### config.mk
export PLATFORM = sky130hd
export DESIGN_NAME = conv_acc_q
export DESIGN_NICKNAME = d
export VERILOG_FILES = /design/src/rtl/conv_acc_q.sv
export SDC_FILE = /design/constraint.sdc
export NUM_CORES = 2
export LEC_CHECK = 0
export BUFFER_PORTS_ARGS = -buffer_cell sky130_fd_sc_hd__buf_2
export CAP_MARGIN = 20
export CORE_MARGIN = 2
export CORE_UTILIZATION = 55
export DETAILED_ROUTE_END_ITERATION = 8
export PLACE_DENSITY = 0.79
export SLEW_MARGIN = 10
export SYNTH_ARGS = -nofsm -noshare
export SYNTH_HDL_FRONTEND = slang
export SYNTH_SLANG_ARGS = --single-unit
### constraint.sdc
create_clock -name clk -period 27.3 [get_ports clk]
set_input_delay 1.365 -clock clk [delete_from_list [all_inputs] [get_ports clk]]
set_output_delay 1.365 -clock clk [all_outputs]
set_load 0.03 [all_outputs]
### src/rtl/conv_acc_q.sv
// conv_acc_q: queued 3x3-conv partial-sum accumulator with requantized, saturated output path
module conv_acc_q #(
  parameter int AW     = 11,
  parameter int DW     = 22,
  parameter int DN     = 6,
  parameter int OW     = 8,
  parameter int SW     = 8,
  parameter int RD_LAT = 1,
  parameter int CQ     = 2
) (
  input  logic             clk,
  input  logic             rst,
  input  logic             cmd_valid,
  output logic             cmd_ready,
  input  logic [AW-1:0]    cmd_base1,
  input  logic [AW-1:0]    cmd_base2,
  input  logic [SW-1:0]    cmd_size,
  input  logic             cmd_first_k,
  input  logic             cmd_last_k,
  input  logic [4:0]       cmd_shift,
  input  logic             cmd_relu,
  output logic             rd_en,
  output logic [AW-1:0]    m_addr1,
  output logic [AW-1:0]    m_addr2,
  output logic [AW-1:0]    m_addr3,
  input  logic [DW*DN-1:0] m_data1,
  input  logic [DW*DN-1:0] m_data2,
  input  logic [DW*DN-1:0] m_data3,
  output logic [DW*DN-1:0] m_sum,
  output logic             m_valid,
  output logic [AW-1:0]    m_waddr,
  output logic [OW*DN-1:0] s_sum,
  output logic             s_valid,
  output logic [AW-1:0]    s_waddr,
  output logic             done,
  output logic             busy
);
  localparam int QW = (CQ > 1) ? $clog2(CQ) : 1;
  localparam logic signed [DW:0] PMAX = (DW+1)'(2**(OW-1)-1);
  localparam logic signed [DW:0] NMIN = (DW+1)'(-(2**(OW-1)));
  typedef struct packed {
    logic [AW-1:0] b1;
    logic [AW-1:0] b2;
    logic [SW-1:0] sz;
    logic          fk;
    logic          lk;
    logic [4:0]    sh;
    logic          rl;
  } cmd_t;
  typedef struct packed {
    logic          v;
    logic          fk;
    logic          lk;
    logic          rl;
    logic          lw;
    logic [4:0]    sh;
    logic [AW-1:0] a;
  } sb_t;
  typedef enum logic {IDLE, RUN} state_t;
  cmd_t             q_q [CQ];
  cmd_t             q_d [CQ];
  cmd_t             cur_q, cur_d, head;
  logic [QW-1:0]    wp_q, wp_d, rp_q, rp_d;
  logic [QW:0]      cnt_q, cnt_d;
  state_t           st_q, st_d;
  logic [SW-1:0]    idx_q, idx_d;
  logic             push, pop, last_rd, in_flight;
  sb_t              sb_q [RD_LAT];
  sb_t              sb_d [RD_LAT];
  sb_t              tl;
  logic [DW*DN-1:0] m_sum_q, m_sum_d;
  logic [OW*DN-1:0] s_sum_q, s_sum_d;
  logic [AW-1:0]    m_waddr_q, m_waddr_d, s_waddr_q, s_waddr_d;
  logic             m_valid_q, m_valid_d, s_valid_q, s_valid_d, done_q, done_d;

  // round half up, optional ReLU, then saturate to the signed output range
  function automatic logic [OW-1:0] requant(input logic signed [DW-1:0] s, input logic [4:0] sh, input logic rl);
    logic signed [DW:0] e, k, r;
    e = (DW+1)'(s);
    k = sh != 5'd0 ? (DW+1)'(1) << (sh - 5'd1) : '0;
    r = (e + k) >>> sh;
    r = (rl && r < 0) ? '0 : r;
    return r > PMAX ? PMAX[OW-1:0] : r < NMIN ? NMIN[OW-1:0] : r[OW-1:0];
  endfunction

  assign head      = q_q[rp_q];
  assign cmd_ready = cnt_q != (QW+1)'(CQ);
  assign push      = cmd_valid && cmd_ready;
  assign rd_en     = st_q == RUN;
  assign last_rd   = rd_en && idx_q == cur_q.sz - SW'(1);
  assign m_addr1   = cur_q.b1 + AW'(idx_q);
  assign m_addr2   = cur_q.b2 + AW'(idx_q);
  assign m_addr3   = m_addr2;
  assign tl        = sb_q[RD_LAT-1];
  assign m_sum     = m_sum_q;
  assign m_valid   = m_valid_q;
  assign m_waddr   = m_waddr_q;
  assign s_sum     = s_sum_q;
  assign s_valid   = s_valid_q;
  assign s_waddr   = s_waddr_q;
  assign done      = done_q;
  assign busy      = cnt_q != '0 || rd_en || in_flight || m_valid_q || s_valid_q;

  // sequencer: pop on idle or on the last read so commands chain without a bubble; size 0 is dropped
  always_comb begin
    st_d  = st_q;
    cur_d = cur_q;
    idx_d = idx_q + SW'(rd_en);
    pop   = 1'b0;
    if ((st_q == IDLE || last_rd) && cnt_q != '0) begin
      pop   = 1'b1;
      cur_d = head;
      idx_d = '0;
      st_d  = head.sz != '0 ? RUN : IDLE;
    end else if (last_rd) st_d = IDLE;
  end

  // command FIFO bookkeeping
  always_comb begin
    q_d = q_q;
    if (push) q_d[wp_q] = '{b1: cmd_base1, b2: cmd_base2, sz: cmd_size, fk: cmd_first_k,
                            lk: cmd_last_k, sh: cmd_shift, rl: cmd_relu};
    wp_d  = wp_q + QW'(push);
    rp_d  = rp_q + QW'(pop);
    cnt_d = cnt_q + (QW+1)'(push) - (QW+1)'(pop);
  end

  // sideband delay line aligned to the buffer read latency
  always_comb begin
    sb_d[0] = '{v: rd_en, fk: cur_q.fk, lk: cur_q.lk, rl: cur_q.rl, lw: last_rd, sh: cur_q.sh, a: m_addr2};
    for (int i = 1; i < RD_LAT; i++) sb_d[i] = sb_q[i-1];
  end

  // any read still travelling through the sideband line
  always_comb begin
    in_flight = 1'b0;
    for (int i = 0; i < RD_LAT; i++) in_flight = in_flight | sb_q[i].v;
  end

  // lane-wise accumulate and requantize into the output register
  always_comb begin
    m_sum_d = m_sum_q;
    s_sum_d = s_sum_q;
    if (tl.v)
      for (int l = 0; l < DN; l++)
        m_sum_d[l*DW +: DW] = m_data1[l*DW +: DW] + (tl.fk ? m_data2[l*DW +: DW] : m_data3[l*DW +: DW]);
    if (tl.v && tl.lk)
      for (int l = 0; l < DN; l++) s_sum_d[l*OW +: OW] = requant(m_sum_d[l*DW +: DW], tl.sh, tl.rl);
    m_valid_d = tl.v && !tl.lk;
    s_valid_d = tl.v && tl.lk;
    done_d    = tl.v && tl.lw;
    m_waddr_d = m_valid_d ? tl.a : m_waddr_q;
    s_waddr_d = s_valid_d ? tl.a : s_waddr_q;
  end

  // state registers
  always_ff @(posedge clk) begin
    if (rst) begin
      q_q       <= '{default: '0};
      cur_q     <= '0;
      wp_q      <= '0;
      rp_q      <= '0;
      cnt_q     <= '0;
      st_q      <= IDLE;
      idx_q     <= '0;
      sb_q      <= '{default: '0};
      m_sum_q   <= '0;
      s_sum_q   <= '0;
      m_waddr_q <= '0;
      s_waddr_q <= '0;
      m_valid_q <= 1'b0;
      s_valid_q <= 1'b0;
      done_q    <= 1'b0;
    end else begin
      q_q       <= q_d;
      cur_q     <= cur_d;
      wp_q      <= wp_d;
      rp_q      <= rp_d;
      cnt_q     <= cnt_d;
      st_q      <= st_d;
      idx_q     <= idx_d;
      sb_q      <= sb_d;
      m_sum_q   <= m_sum_d;
      s_sum_q   <= s_sum_d;
      m_waddr_q <= m_waddr_d;
      s_waddr_q <= s_waddr_d;
      m_valid_q <= m_valid_d;
      s_valid_q <= s_valid_d;
      done_q    <= done_d;
    end
  end
endmodule

**After elaboration in Yosys (flattened, before gate mapping)**

Index checks and enable logic that the tools add are counted.
Widths: inputs -> output; s select.

- Input port bits: 437
- Logic and storage cells: 154
- Register bits after elaboration: 353

- Bitwise operators: 3
- $lt $le $gt $ge: 21
- Reductions and logical operators: 24
- Equal/unequal tests: 2
- Shift operators: 7
- Mux-type cells: 36
- $add $sub $neg: 21

Operators by type and width:

| cell | number |
|---|---|
| $mux 23 | 7 |
| $mux 38 | 4 |
| $add 22x23->23 | 6 |
| $gt 23x8->1 const B | 6 |
| $lt 23x1->1 const B | 6 |
| $lt 23x8->1 const B | 6 |
| $sshr 23x5->23 | 6 |
| $add 22x22->22 | 6 |
| $mux 132 | 1 |
| $mux 22 | 6 |
| $mux 8 | 12 |
| $bwmux 76 | 1 |
| $demux 38 s1 | 1 |
| $shl 1x5->23 const A | 1 |
| $add 11x8->11 | 2 |
| $logic_and 1x1->1 | 13 |
| $add 8x1->8 | 1 |
| $eq 8x8->1 | 1 |
| $reduce_bool 8->1 | 1 |
| $sub 8x1->8 const B | 1 |
| $logic_or 1x1->1 | 5 |
| $reduce_bool 5->1 | 1 |
| $sub 5x1->5 const B | 1 |
| $ge 2x2->1 const B | 2 |
| other kinds (11) | 17 |

**Depth between registers and ports, before layout**

- Word-level depth: 11
- Gate-level depth with buffers: 39

**Least setup slack after synthesis**

OpenSTA, ideal clock, no wires.

- Kind: register -> register
- Start: reg sb_q[19] (netlist name)
- End: reg s_sum_q[42] (netlist: s_sum[42])
- Setup time: 0.086 ns
- Arrival: 8.725 ns
- Data required time: 27.214 ns
- Path buffers: 5
- Slack: 18.489 ns
- Cell stages (with the launch flop): 38
- Period minus slack after synthesis: 8.811 ns
- Cells stage by stage: dfxtp_1 clkbuf_1 clkbuf_1 buf_1 clkbuf_1 mux2_2 ha_1 fa_1 a21o_1 a21oi_1 o21bai_1 a21oi_1 o21ai_0 a21oi_1 o21bai_1 a21oi_1 o21ai_0 a211oi_1 [... 2 more ...] xnor2_1 mux2_2 ha_1 clkbuf_1 a21o_1 a21o_1 o21a_1 o21a_1 a2111o_1 nand2_2 xnor3_2 mux2i_1 a2111oi_1 nand4b_1 o41a_1 a221oi_4 o2111ai_1 a211oi_1

- Word-level cells in the longest chain between the ends: 11
- Elaborated cells on any way between the ends: 12

Ends and longest elaborated chain:

| item | line | RTL |
|---|---|---|
| from (decl) | 68 | `sb_t sb_q [RD_LAT];` |
| from (signal assigned) | 166 | `sb_q <= '{default: '0};` |
| from (signal assigned) | 182 | `sb_q <= sb_d;` |
| $mux 22 * | 146 | `m_sum_d[l*DW +: DW] = m_data1[l*DW +: DW] + (tl.fk ? m_data2[l*DW +: DW] : m_data3[l*DW +: DW]);` |
| $add 22x22->22 * | 146 |  |
| $mux 132 * | 144 | `if (tl.v)` |
| via m_sum_d[126] | 71 | `logic [DW*DN-1:0] m_sum_q, m_sum_d;` |
| $add 22x23->23 * | 81 | `r = (e + k) >>> sh;` |
| $sshr 23x5->23 * | 81 |  |
| $lt 23x1->1 | 82 | `r = (rl && r < 0) ? '0 : r;` |
| $logic_and 1x1->1 | 82 |  |
| $mux 23 * | 82 |  |
| $lt 23x8->1 | 83 | `return r > PMAX ? PMAX[OW-1:0] : r < NMIN ? NMIN[OW-1:0] : r[OW-1:0];` |
| $mux 8 | 83 |  |
| $mux 8 * | 83 |  |
| to (signal assigned) | 184 | `s_sum_q <= s_sum_d;` |
| to (decl) | 72 | `logic [OW*DN-1:0] s_sum_q, s_sum_d;` |

Mark *: on every way through the listed nets, which the timed path passes. The rest lies on a longest branch.
A chain may end at the register's enable or synchronous reset.

**Worst setup path in the final report**

- Start: reg sb_q[19] (netlist name)
- End: reg s_sum_q[30] (netlist: s_sum[30])

The elaborated chain is that of the path after synthesis.

==> results.md <==
* Status: finished clean
* Std cell rows at 95
* Overall die width at about 260 um
* Proportion of layout cells with a drive suffix above 1 at 0.224
* Average footprint of a synthesized cell at between 7 and 8 um2
* Number of instances in the synthesized netlist at 4,714
* Leak Pwr at between 15 and 20 nW
* Post-CTS Setup Repair Bufs at 0
* Kind of end point of the critical path: flip-flop
* CTS sink count at 353
* Total DRC errors in the routed layout at 0
* Reg2reg path depth at 31
* Maximum frequency from static timing analysis at 102 MHz
* Post-place instance area at ~40,000 um2
* Synth warn at 0
* Final net count at approximately 6,000
* Cell with the largest stage delay on the worst path: a211oi_1
* Switching Power at approximately 0.0018 W
* Final worst clock skew at approximately 24 ps
* Layout Cell Area excl Fill at roughly 42,000 um2
* Initial core utilization at 0.553
* Wire length of the first global-routing pass at 216 mm
* Total wirelength of the detailed-routed design at roughly 140 mm
* Average via count per standard cell at ~6.4
* Type of the setup path with the least slack: flip-flop to flip-flop
* # port buffers at about 680
* Portion of the post-synthesis area used by sequential elements at 0.191
* Pin count of the biggest net entering global routing at 84
* Cell area after synthesis at 36,900 um2
* Most common library cell in the layout ignoring fill and taps: buf_2
* Arrival time at the worst endpoint at between 10,000 and 15,000 ps
* Most used cells in the layout excluding fill and tap cells: buf_2, nor2_1, nand2_1
* Number of synthesized flops with an enable pin at 0
* Measured slew at the worst slew-check pin at ~1300 ps
* Detailed router's first-iteration violation count at 4,076
* Filler Cell Count at roughly 6,000
* Number of nets with antenna violations after routing at 0
* Final Hold Fails at 0
* Share of flip-flops with an asynchronous set or reset after synthesis at 0
* Synth Register Bits at ~350
* Instance count along the most critical hold path at 2
* Sequential cell area in the final layout at ~7100 um2
* Largest fanout on the critical path at just under 70
* Routed wirelength normalized by instance count at 23.3 um
* GP Congestion at 1.02
* Inserted Clock Buffers at 39
* Clock period minus worst slack at ~9800 ps
* Proportion of power drawn by flip-flops and latches at 0.189
* Worst IR drop on VDD at around 0.000071 V
* Clock network power share at 0.154
* Final count of negative-setup-slack endpoints at 0
* DIE AREA at a little under 70,000 um2
* Internal power at around 0.0017 W
* Worst skew pair latency at between 600 and 700 ps
* Clock slew at the register clock pins of the worst setup and hold paths at approximately 70 ps
* Routed vias at 39,300
* Critical Path Max Stage Delay at 970 ps
* Most used flip-flop cell after synthesis: dfxtp_1
* Clock root buffer: clkbuf_16
* Via count of the first global-routing pass at 37,600
* Total count of max-transition violations in the final report at 0
* Library cells used by synthesis at about 110
* Startpoint type of the worst setup path: flip-flop
* Setup total negative slack at 0 ps
* Max-capacitance violation count at 0
* Total gr overflow at 0
* Share of power burned in combinational logic at 0.657
* Cell repeated most along the worst path: o21ai_0
* Final HPWL from detailed placement at around 110 mm
* Die outline height at approximately 260 um
* Total power at about 0.0035 W
* Post-synth net total at about 5,400
* Clock tree from TritonCTS: built
* Worst rel slew slack at 0.159
* Overall Global Routing Usage at 0.396
* Data required time at the worst endpoint at around 28,000 ps
* Multi-input combinational cell area at about 28,000 um2
* Final core occ at 0.632
* RSZ-0062 raised after global routing: false
* Power density relative to cell area at 84.1 nW/um2
* Top-Level Pins at ~680
* Area added between synthesis and finish at 14.3%
* Iteration count of the initial detailed-routing pass at 8
* Number of gates resized after cts at 0
* Core region area at 66,800 um2
* Initial antenna violation count at 12
* Classification of the worst-slack hold path: flip-flop to flip-flop
* H-tree level count at 2
* Clk buf depth at 3
* Number of hold buffers added after CTS at 0
* Switching power as a share of total power at 0.508
* Worst hold margin at about 440 ps
* Share of the clock period used by the worst path after layout at 0.360
## critical path, delay by kind of cell (launching register included)
| kind | cells | cell delay (ps) |
|---|---|---|
| compound gates | 18 | 4890 |
| xor+xnor | 1 | 90 |
| fa+ha+maj | 2 | 650 |
| buf+inv | 2 | 1310 |
| flops | 1 | 600 |
| mux | 3 | 900 |
| simple gates | 5 | 1150 |
## cells in the mapped netlist, drive strengths merged, types with 15 or more instances
cell | n | area share
o21bai | 41 | 0.0083
a221oi | 15 | 0.0044
a21oi | 343 | 0.047
clkbuf | 201 | 0.020
inv | 110 | 0.011
dfxtp | 353 | 0.19
a2111oi | 16 | 0.0044
o21a | 49 | 0.010
nor3 | 92 | 0.013
nand3 | 71 | 0.0096
buf | 76 | 0.0094
xnor2 | 154 | 0.037
o31ai | 40 | 0.0085
mux2 | 247 | 0.075
nor4 | 23 | 0.0039
a21o | 164 | 0.033
o211ai | 63 | 0.013
mux4 | 22 | 0.013
a211o | 18 | 0.0043
o21ai | 265 | 0.036
or2 | 15 | 0.0025
nand4 | 30 | 0.0051
a211oi | 146 | 0.030
o22ai | 21 | 0.0036
and3 | 41 | 0.0069
nand2 | 409 | 0.042
a22oi | 17 | 0.0036
ha | 281 | 0.095
and2 | 168 | 0.028
nand2b | 26 | 0.0044
nor2b | 32 | 0.0054
a31oi | 42 | 0.0075
or3 | 26 | 0.0044
nor2 | 511 | 0.052
mux2i | 246 | 0.067
xor2 | 86 | 0.021
## layer usage
metal | share of wire | GRT usage
met5 | 0.00039 | 0
met4 | 0.066 | 0.234
met3 | 0.091 | 0.0837
met2 | 0.45 | 0.648
met1 | 0.39 | 0.480
## stage by stage
step                      worst slack (ps)  std cells
after floorplan                      18490       4714
after global placement               17870       6054
after detailed placement             17690       6054
after CTS                            17730       6126
after global routing                 16920       6133
final                                17480       6135
## flip-flops by register name, indices dropped and copies added, names as in the netlist
signal,cells
m_sum,132
q_q,76
s_sum,48
cur_q,38
sb_q,20
m_waddr,11
s_waddr,11
idx_q,8
cnt_q,2
done,1
in_flight,1
m_valid,1
rd_en,1
rp_q,1
s_valid,1
wp_q,1
## final timing paths
kind                               start         to  slack [ps]
worst max-delay path            sb_q[19]  s_sum[30]       17480
worst min-delay path            s_sum[9]   s_sum[9]         440
worst max register to register  sb_q[19]  s_sum[30]       17480
worst min register to register  s_sum[9]   s_sum[9]         440
## logic make-up after synthesis
| family | count (synthesis) | synth area share |
|---|---|---|
| xor gates and xnor gates | 241 | 0.0586 |
| DFF | 353 | 0.191 |
| adders and majority gates | 295 | 0.103 |
| buffers and inverters | 389 | 0.0412 |
| muxes | 515 | 0.155 |
| AOI/OAI and AO/OA | 1427 | 0.262 |
| and+or+nand+nor | 1494 | 0.188 |
## power groups by stage
stage                     Sequential, W  Clock (W)  Combinational (W)
final                          0.000670   0.000548            0.00233
after global routing           0.000679   0.000571            0.00248
after CTS                      0.000668   0.000552            0.00225
after detailed placement       0.000678          0            0.00224
after global placement         0.000676          0            0.00223
after floorplan                0.000712          0            0.00156
## layout make-up
| class | instances | share of cell area |
|---|---|---|
| clock buffer | 60 | 0.0274 |
| timing repair buffer | 745 | 0.0925 |
| tap | 873 | 0.0259 |
| inverter | 112 | 0.0101 |
| clock inverter | 12 | 0.00364 |
| multi-input combinational | 3972 | 0.672 |
| antenna | 8 | 0.000474 |
| sequential | 353 | 0.168 |
(Power assumes the default switching activity.)
